===== src/rtl/nonce_sequencer_if.sv =====
// nonce_sequencer_if: request/response bundle between the nonce sequencer and its host/hash path.
interface nonce_sequencer_if;
  logic        start;
  logic [95:0] entry_12;
  logic [7:0]  target;
  logic [23:0] hash_in;
  logic        hash_valid;
  logic [95:0] block_entry;
  logic [31:0] nonce;
  logic        hash_req;
  logic        busy;
  logic        found;
  logic        exhausted;
  logic [31:0] nonce_found;
  logic [23:0] hash_found;
  logic [31:0] attempts;
  modport master (
    output start, entry_12, target, hash_in, hash_valid,
    input  block_entry, nonce, hash_req, busy, found, exhausted, nonce_found, hash_found, attempts
  );
  modport slave (
    input  start, entry_12, target, hash_in, hash_valid,
    output block_entry, nonce, hash_req, busy, found, exhausted, nonce_found, hash_found, attempts
  );
endinterface


===== src/rtl/nonce_sequencer.sv =====
// nonce_sequencer: issues nonces to the hash path and stops on the first hash below target or on range exhaustion.
module nonce_sequencer #(
  parameter logic [31:0] NONCE_START  = 32'h0000_0000,
  parameter logic [31:0] NONCE_MAX    = 32'hFFFF_FFFF,
  parameter int          WAIT_TIMEOUT = 16
) (
  input logic clk,
  input logic reset,
  nonce_sequencer_if.slave bus
);
  localparam int TW = (WAIT_TIMEOUT > 2) ? $clog2(WAIT_TIMEOUT) : 1;
  typedef enum logic [2:0] {IDLE, ISSUE, WAIT, FOUND, EXHAUSTED} state_t;
  state_t        state_q;
  logic [95:0]   block_entry_q;
  logic [7:0]    target_q;
  logic [31:0]   nonce_q, nonce_found_q, attempts_q, attempts_d;
  logic [23:0]   hash_found_q;
  logic [TW-1:0] cnt_q;
  logic          hash_req_q, busy_q, found_q, exhausted_q, hit_d;
  always_comb begin
    attempts_d = (attempts_q == 32'hFFFF_FFFF) ? attempts_q : attempts_q + 32'd1;
    hit_d      = (bus.hash_in[23:16] < target_q) && (bus.hash_in[15:8] < target_q);
  end
  always_ff @(posedge clk or posedge reset) begin
    if (reset) begin
      state_q       <= IDLE;
      block_entry_q <= '0;
      target_q      <= '0;
      nonce_q       <= '0;
      nonce_found_q <= '0;
      hash_found_q  <= '0;
      attempts_q    <= '0;
      cnt_q         <= '0;
      hash_req_q    <= 1'b0;
      busy_q        <= 1'b0;
      found_q       <= 1'b0;
      exhausted_q   <= 1'b0;
    end else begin
      case (state_q)
        ISSUE: begin
          hash_req_q <= 1'b0;
          cnt_q      <= '0;
          state_q    <= WAIT;
        end
        WAIT: begin
          if (bus.hash_valid) begin
            attempts_q <= attempts_d;
            if (hit_d) begin
              state_q       <= FOUND;
              found_q       <= 1'b1;
              busy_q        <= 1'b0;
              nonce_found_q <= nonce_q;
              hash_found_q  <= bus.hash_in;
            end else if (nonce_q == NONCE_MAX) begin
              state_q     <= EXHAUSTED;
              exhausted_q <= 1'b1;
              busy_q      <= 1'b0;
            end else begin
              nonce_q    <= nonce_q + 32'd1;
              state_q    <= ISSUE;
              hash_req_q <= 1'b1;
            end
          end else if (cnt_q == TW'(WAIT_TIMEOUT - 2)) begin
            // counter would reach WAIT_TIMEOUT-1 this edge: re-issue the same nonce
            state_q    <= ISSUE;
            hash_req_q <= 1'b1;
          end else begin
            cnt_q <= cnt_q + 1'b1;
          end
        end
        default: begin
          if (bus.start) begin
            block_entry_q <= bus.entry_12;
            target_q      <= bus.target;
            nonce_q       <= NONCE_START;
            attempts_q    <= '0;
            found_q       <= 1'b0;
            exhausted_q   <= 1'b0;
            nonce_found_q <= '0;
            hash_found_q  <= '0;
            busy_q        <= 1'b1;
            hash_req_q    <= 1'b1;
            state_q       <= ISSUE;
          end
        end
      endcase
    end
  end
  assign bus.block_entry = block_entry_q;
  assign bus.nonce       = nonce_q;
  assign bus.hash_req    = hash_req_q;
  assign bus.busy        = busy_q;
  assign bus.found       = found_q;
  assign bus.exhausted   = exhausted_q;
  assign bus.nonce_found = nonce_found_q;
  assign bus.hash_found  = hash_found_q;
  assign bus.attempts    = attempts_q;
endmodule


===== src/flat_wrapper.sv =====
// flat-port wrapper written by rule: the top's interface ports become plain ports
module nonce_sequencer_flat 
#(
  parameter logic [31:0] NONCE_START  = 32'h0000_0000,
  parameter logic [31:0] NONCE_MAX    = 32'hFFFF_FFFF,
  parameter int          WAIT_TIMEOUT = 16
)
  (clk, reset, bus_start, bus_entry_12, bus_target, bus_hash_in, bus_hash_valid, bus_block_entry, bus_nonce, bus_hash_req, bus_busy, bus_found, bus_exhausted, bus_nonce_found, bus_hash_found, bus_attempts);
  nonce_sequencer_if bus_i ();
  input logic clk;
  input logic reset;
  input wire logic [$bits(bus_i.start)-1:0] bus_start;
  input wire logic [$bits(bus_i.entry_12)-1:0] bus_entry_12;
  input wire logic [$bits(bus_i.target)-1:0] bus_target;
  input wire logic [$bits(bus_i.hash_in)-1:0] bus_hash_in;
  input wire logic [$bits(bus_i.hash_valid)-1:0] bus_hash_valid;
  output wire logic [$bits(bus_i.block_entry)-1:0] bus_block_entry;
  output wire logic [$bits(bus_i.nonce)-1:0] bus_nonce;
  output wire logic [$bits(bus_i.hash_req)-1:0] bus_hash_req;
  output wire logic [$bits(bus_i.busy)-1:0] bus_busy;
  output wire logic [$bits(bus_i.found)-1:0] bus_found;
  output wire logic [$bits(bus_i.exhausted)-1:0] bus_exhausted;
  output wire logic [$bits(bus_i.nonce_found)-1:0] bus_nonce_found;
  output wire logic [$bits(bus_i.hash_found)-1:0] bus_hash_found;
  output wire logic [$bits(bus_i.attempts)-1:0] bus_attempts;
  assign bus_i.start = bus_start;
  assign bus_i.entry_12 = bus_entry_12;
  assign bus_i.target = bus_target;
  assign bus_i.hash_in = bus_hash_in;
  assign bus_i.hash_valid = bus_hash_valid;
  assign bus_block_entry = bus_i.block_entry;
  assign bus_nonce = bus_i.nonce;
  assign bus_hash_req = bus_i.hash_req;
  assign bus_busy = bus_i.busy;
  assign bus_found = bus_i.found;
  assign bus_exhausted = bus_i.exhausted;
  assign bus_nonce_found = bus_i.nonce_found;
  assign bus_hash_found = bus_i.hash_found;
  assign bus_attempts = bus_i.attempts;
  nonce_sequencer #(.NONCE_START(NONCE_START), .NONCE_MAX(NONCE_MAX), .WAIT_TIMEOUT(WAIT_TIMEOUT)) u_core (.clk(clk), .reset(reset), .bus(bus_i));
endmodule

===== config.mk =====
export PLATFORM = sky130hd
export DESIGN_NAME = nonce_sequencer_flat
export DESIGN_NICKNAME = d
export VERILOG_FILES = /design/src/rtl/nonce_sequencer_if.sv /design/src/rtl/nonce_sequencer.sv /design/src/flat_wrapper.sv
export SDC_FILE = /design/constraint.sdc
export NUM_CORES = 1
export LEC_CHECK = 0
export ABC_AREA = 1
export BUFFER_PORTS_ARGS = -buffer_cell sky130_fd_sc_hd__buf_2
export CELL_PAD_IN_SITES_DETAIL_PLACEMENT = 2
export CELL_PAD_IN_SITES_GLOBAL_PLACEMENT = 2
export CORE_MARGIN = 5
export CORE_UTILIZATION = 31
export DETAILED_ROUTE_END_ITERATION = 8
export HOLD_SLACK_MARGIN = 0.08
export MAX_ROUTING_LAYER = met4
export PLACE_DENSITY = 0.82
export SETUP_SLACK_MARGIN = 0.02
export SKIP_LAST_GASP = 1
export SYNTH_ARGS = -nofsm -noshare
export SYNTH_HDL_FRONTEND = slang
export SYNTH_SLANG_ARGS = --single-unit

===== constraint.sdc =====
create_clock -name clk -period 24.8 [get_ports clk]
set_clock_uncertainty 0.1 [all_clocks]
set_input_delay 4.96 -clock clk [delete_from_list [all_inputs] [get_ports clk]]
set_output_delay 4.96 -clock clk [all_outputs]
set_load 0.01 [all_outputs]

==> impl_metrics.yaml, run 1 <==
status:
  status: "complete, no violations"
power_and_ir_drop:
  seqPwrFrac_pct: 35.7
  pwr-share-clk_pct: 28.2
  combPwrFrac_pct: 36.1
  p_sw_mw: 0.619
  powerDensity_nw_per_um2: 107
  p_int_mw: 0.910
  ir_drop_uv: 51.8
  p_leak_nw: 7.91
  switching_share_pct: 40.5
job:
  cap_violations: 0
routing:
  vias_per_cell: 4.78
  drc_errors: 0
  dr.pass1.iters: 4
  routed_wl_um: 43700
  drtIter0Drc: 378
  avgRoutedWirePerCell_um: 19.1
  antenna_left: 0
  vias: 11000
clock_tree:
  clock_sinks: 235
  cts_setup_buffers: 0
  cts_root_buf: "clkbuf_16"
  cts_buffer_depth: 3
  cts_max_level: 1
  hold_buffers: 0
  clk_latency_ns: 0.56
  cts_tree: "yes"
  cts-buffers-inserted: 29
  clkTransAtPathRegs_ns: 0.06
  cts.repair.resized: 0
synth:
  yosysWarnings: 0
  synth_cell_types: 34
  seq_area_frac_synth_pct: 52.3
  ys_ff_latch: 235
  syn_inst: 1460
  synth_nets: 1610
  synth_area_um2: 11200
  avgSynthCellArea_um2: 7.70
setup_path:
  critical_path_class: "in2async"
  worstRegToRegCells: 10
  endpoint_kind: "async pin"
  critPathArrivalTime_ns: 7.34
  critPathMaxFanout: 105
  critical_path_required_ns: 25.27
  crit_path_start_kind: "input pin"
sta:
  tightest_slew_ns: 1.18
  post-route-period-util_pct: 27.7
  hold_viol_final: 0
  rsz0062_at_grt: "false"
  slew_violations: 0
  period_needed_ns: 6.87
  setup-violations-final: 0
  max_freq_mhz: 146
  tns_ns: 0
  maxSlewHeadroom_pct: 21.6
  whs_ns: 0.364
floorplan:
  rows: 69
  die_h_um: 200
  dieArea_um2: 40200
  core_area_um2: 35700
  die_w_um: 200
  initial_core_util_pct: 31.5
  num_io_pins: 352
hold_path:
  hp-class: "reg2reg"
  hold_path_depth: 2
placed_design:
  dpl.hpwl_um: 32200
  gp_congestion: 0.834
  place_area_um2: 13300
  io_buffers: 351
finish:
  areaGrowthSynthToFinish_pct: 27.5
  layout.nets: 1950
  final_design_area_no_fill_um2: 14300
  drive_above_1_share_pct: 23.6
global_route:
  grt_pass1_vias: 12500
  antenna_found_initial: 10
  grt.overflow.total: 0
  grt_max_degree: 113
  grt_pass1_wl_um: 69600
  grt.total_usage_pct: 21.7
## cell families (layout without fill, tap and decap cells)
logic type,Yosys count,count (layout),synth area share [%]
compound gates,60,60,2.83
xor+xnor,32,32,2.49
fa+ha+maj,18,18,2.00
buf+inv,128,489,5.40
flops,235,235,52.3
mux,1,1,0.0890
other cells,0,10,0
simple gates,986,986,34.9
## power groups by stage
stage,Combinational (mW),Clock (mW),Sequential [mW]
after floorplan,0.306,0,0.590
after global placement,0.539,0,0.544
after detailed placement,0.563,0,0.550
after global routing,0.621,0.461,0.559
final,0.551,0.431,0.546
after CTS,0.568,0.446,0.546
## Yosys cell counts, drive strengths merged
master / number / share of area, %
inv: 80 / 2.7
dfrtp: 235 / 52
xor2: 22 / 1.7
o21bai: 3 / 0.20
ha: 18 / 2.0
nand4: 13 / 0.72
nor2: 110 / 4.0
a21o: 3 / 0.20
a21oi: 8 / 0.36
and3: 1 / 0.056
o21ai: 45 / 2.0
mux2i: 1 / 0.089
nor3b: 1 / 0.067
buf: 37 / 2.3
xnor2: 10 / 0.78
o31ai: 1 / 0.067
nor3: 21 / 1.0
clkbuf: 11 / 0.38
nand3: 62 / 2.8
nand3b: 2 / 0.13
or2: 3 / 0.17
nand2: 773 / 26
## cell type report
class / instances / area [um2]
clock inverters: 11 / 123
inverters: 80 / 308
fillers: 4201 / 21300
flip-flops and latches: 235 / 5880
diodes: 10 / 25.0
multi-input cells: 1097 / 4770
clock buffers: 41 / 851
repair buffers: 357 / 1800
well taps: 461 / 577
## state kept, by name, indices dropped and copies added (netlist names)
name,count
u_core.bus.block_entry,96
u_core.bus.attempts,32
u_core.bus.nonce,32
u_core.bus.nonce_found,32
u_core.bus.hash_found,24
u_core.target_q,8
u_core.cnt_q,4
u_core.state_q,3
u_core.bus.busy,1
u_core.bus.exhausted,1
u_core.bus.found,1
u_core.bus.hash_req,1
## worst max-delay path, stage by stage
cell and delay [ns]:
buf_2 0.14, inv_8 0.53, buf_4 0.84, buf_4 0.76
## cell usage in the layout, fill, tap and decap left out, types with 7 or more instances in the layout
cell         n
a21oi_1      8
buf_2      351
clkbuf_16   29
clkbuf_8     8
dfrtp_1    235
diode_2     10
ha_1        18
inv_1       71
inv_2        8
nand2_1    768
nand3_1     61
nand4_1     13
nor2_1     104
nor3_1      20
o21ai_0     38
o21ai_1      7
xnor2_1     10
xor2_1      22
## metal layers
layer | vias to the layer above | GRT usage, % | wire, um
li1 | 5194 | - | -
met1 | 5482 | 25.0 | 17800
met2 | 223 | 39.2 | 23100
met3 | 54 | 4.26 | 2080
met4 | 0 | 5.11 | 715
met5 | - | - | 0
## path summary, 6_finish.rpt
path / startpoint / endpoint / slack, ns
max: reset / u_core.target_q[6]$_DFFE_PP0P_ / 17.93
min: u_core.bus.block_entry[94]$_DFFE_PP0P_ / u_core.bus.block_entry[94]$_DFFE_PP0P_ / 0.36
max reg2reg: u_core.state_q[0]$_DFFE_PP0P_ / u_core.bus.attempts[1]$_DFFE_PP0P_ / 21.22
min reg2reg: u_core.bus.block_entry[94]$_DFFE_PP0P_ / u_core.bus.block_entry[94]$_DFFE_PP0P_ / 0.36
max in group clk: bus_hash_in[23] / u_core.bus.hash_found[1]$_DFFE_PP0P_ / 17.97
min in group asynchronous: reset / u_core.bus.block_entry[93]$_DFFE_PP0P_ / 4.46
## stage by stage
stage	utilization (%)	power (mW)	std cells	setup WS (ns)
after floorplan	-	0.895	1460	13.29
after global placement	37.4	1.08	2230	17.18
after detailed placement	37.4	1.11	2230	17.15
after CTS	40.1	1.56	2282	17.74
after global routing	40.2	1.64	2292	17.47
final	40.2	1.53	2292	17.93
Note: power is estimated with default switching activity, not from simulation.
==> run 2: changes to the inputs <==
--- a/config.mk
+++ b/config.mk
@@ -5,16 +5,16 @@
 export SDC_FILE = /design/constraint.sdc
 export NUM_CORES = 1
 export LEC_CHECK = 0
-export ABC_AREA = 1
+export ABC_AREA = 0
 export BUFFER_PORTS_ARGS = -buffer_cell sky130_fd_sc_hd__buf_2
 export CELL_PAD_IN_SITES_DETAIL_PLACEMENT = 2
 export CELL_PAD_IN_SITES_GLOBAL_PLACEMENT = 2
 export CORE_MARGIN = 5
-export CORE_UTILIZATION = 31
+export CORE_UTILIZATION = 30
 export DETAILED_ROUTE_END_ITERATION = 8
 export HOLD_SLACK_MARGIN = 0.08
 export MAX_ROUTING_LAYER = met4
-export PLACE_DENSITY = 0.82
+export PLACE_DENSITY = 0.76
 export SETUP_SLACK_MARGIN = 0.02
 export SKIP_LAST_GASP = 1
 export SYNTH_ARGS = -nofsm -noshare
==> constraint.sdc (replaced) <==
create_clock -name clk -period 6.45 [get_ports clk]
set_clock_uncertainty 0.1 [all_clocks]
set_input_delay 1.29 -clock clk [delete_from_list [all_inputs] [get_ports clk]]
set_output_delay 1.29 -clock clk [all_outputs]
set_load 0.01 [all_outputs]
==> run 2 against run 1 <==
Routed wire length is 8.7% lower; sequential share of layout area is 2.2 points higher; die area is 4.5% lower; via count is 12% lower; critical path type is now in2reg; sequential cell count stayed put.
==> impl_metrics.yaml, run 2 <==
finish:
  ff_latch_area_um2: 5880
  final_common_cell: "buf_2"
  drive_above_1_share_pct: 30.2
  areaGrowthSynthToFinish_pct: 31.3
  post-route-util_pct: 39.7
  mostFrequentLayoutCells: "buf_2 (351), nand2_1 (347), dfrtp_1 (235)"
  n_fill_cell: 3856
  layout.nets: 1556
  multi_input_area_um2: 4230
  largest_reg_flops: 96
clock_tree:
  clock_sinks: 235
  cts_buffer_depth: 3
  cts_max_level: 1
  hold_buffers: 0
  clkTransAtPathRegs_ns: 0.06
  cts.repair.resized: 0
  cts-buffers-inserted: 29
  cts_tree: "yes"
  clk_latency_ns: 0.54
  cts_setup_buffers: 0
  cts_root_buf: "clkbuf_16"
synth:
  avgSynthCellArea_um2: 9.73
  synth_nets: 1215
  synth_cell_types: 58
  post-synth-top-count-cell: "nand2_1"
  synth_top_cell_area_share_pct: 56.7
  synth_edf_count: 0
  synth_area_leaders: "dfrtp_1 (57%), nand2_1 (13%), a22o_1 (4.8%), ha_1 (2.2%), nand3_1 (2.0%)"
  synth_top_flop_cell: "dfrtp_1"
  ys_top_cells_by_count: "nand2_1 (348), dfrtp_1 (235), a22o_1 (57), nand3_1 (41), nor2_1 (41)"
  yosysWarnings: 0
  syn_inst: 1065
  yosysTopAreaCell: "dfrtp_1"
  synth_area_um2: 10400
  seq_area_frac_synth_pct: 56.7
  async_flop_share_pct: 100
  ys_ff_latch: 235
power_and_ir_drop:
  p_leak_nw: 7.20
  powerDensity_nw_per_um2: 450
  ir_drop_uv: 244
sta:
  max_freq_mhz: 245
  slew_violations: 0
  hold_viol_final: 0
  setup-violations-final: 0
  post-route-period-util_pct: 63.2
  maxSlewHeadroom_pct: 11.0
  tightest_slew_ns: 1.32
  tns_ns: 0
  period_needed_ns: 4.08
  rsz0062_at_grt: "false"
setup_path:
  regToRegEndpoint: "u_core.bus.hash_found[4]$_DFFE_PP0P_"
  worstRegToRegCells: 9
  critical_path_required_ns: 6.82
  crit_path_start_kind: "input pin"
  rrSetupSlack_ns: 2.82
  critical_path_class: "in2reg"
  critPathArrivalTime_ns: 4.45
  critPathMaxFanout: 44
  endpoint_kind: "flip-flop"
  reg2reg_from: "u_core.target_q[6]$_DFFE_PP0P_"
floorplan:
  die_w_um: 196
  num_io_pins: 352
  dieArea_um2: 38400
  die_h_um: 196
  initial_core_util_pct: 30.2
  rows: 68
  core_area_um2: 34300
placed_design:
  io_buffers: 351
  dpl.hpwl_um: 28900
  gp_congestion: 0.790
routing:
  vias: 9616
  antenna_left: 0
  drtIter0Drc: 362
  vias_per_cell: 5.08
  drc_errors: 0
  dr.pass1.iters: 4
  routed_wl_um: 39800
  avgRoutedWirePerCell_um: 21.1
status:
  status: "complete, no violations"
global_route:
  grt.total_usage_pct: 20.9
  grt_pass1_vias: 10800
  grt_max_degree: 63
  antenna_found_initial: 12
  grt.overflow.total: 0
  grt_pass1_wl_um: 63200
hold_path:
  holdCritStartpoint: "u_core.bus.block_entry[5]$_DFFE_PP0P_"
  hold_path_depth: 2
  hold_end: "u_core.bus.block_entry[5]$_DFFE_PP0P_"
  hp-class: "reg2reg"
job:
  cap_violations: 0
==> run 2: power by group <==
part	switching [mW]	leakage [nW]	internal [mW]
registers	0.274	3.09	1.91
logic	1.56	3.64	0.730
clock network	0.643	0.471	1.01
total	2.48	7.20	3.65
==> run 2: cells by family after synthesis <==
logic type | Yosys count | synth area share (%)
buffers and inverters | 74 | 2.92
adder cells (fa/ha/maj) | 18 | 2.17
multiplexers | 2 | 0.193
AND/OR/NAND/NOR | 534 | 23.1
flip-flops | 235 | 56.7
AO/OA/AOI/OAI | 178 | 12.9
XOR/XNOR | 24 | 2.03
==> run 2: routing by layer <==
metal	wire [um]	global-route usage, %	vias to the layer above
li1	-	-	4419
met1	16400	25.4	4908
met2	20200	35.2	240
met3	2560	5.53	49
met4	732	4.63	0
met5	0	-	-
==> run 2: worst max-delay path, cell delays in order <==
cell	delay [ns]
buf_2	0.12
ha_1	0.33
a21o_1	0.19
o21ai_1	0.13
nand4_1	0.37
or3_1	0.79
nor2_4	0.46
buf_4	0.51
a22o_1	0.22
==> run 2: metrics by stage <==
step	cell area [um2]	hold WS, ns	setup WS (ns)	power [mW]	std cells
after floorplan	10400	0.397	1.98	3.50	1065
after global placement	12600	0.353	2.02	4.42	1830
after detailed placement	12600	0.362	1.88	4.53	1830
after CTS	13600	0.377	2.46	6.24	1881
after global routing	13600	0.392	2.21	6.58	1893
final	13600	0.371	2.37	6.12	1893
==> run 2: worst max path at each step <==
stage / start / endpoint / slack, ns / cells past startpoint
after floorplan: reset / u_core.bus.attempts[0]$_DFFE_PP0P_ / 1.98 / 1
after global placement: bus_hash_in[14] / u_core.bus.hash_found[3]$_DFFE_PP0P_ / 2.02 / 9
after detailed placement: bus_hash_in[14] / u_core.bus.hash_found[9]$_DFFE_PP0P_ / 1.88 / 9
after CTS: bus_hash_in[14] / u_core.bus.hash_found[4]$_DFFE_PP0P_ / 2.46 / 9
after global routing: bus_hash_in[23] / u_core.bus.hash_found[10]$_DFFE_PP0P_ / 2.21 / 8
final: bus_hash_in[14] / u_core.bus.hash_found[4]$_DFFE_PP0P_ / 2.37 / 9
==> run 2: layout make-up <==
class | instances | share of cell area [%]
clock inverter | 9 | 0.901
sequential | 235 | 43.2
antenna | 12 | 0.221
timing repair buffer | 367 | 13.8
inverter | 17 | 0.497
tap | 455 | 4.18
clock buffer | 42 | 6.13
multi-input combinational | 756 | 31.1
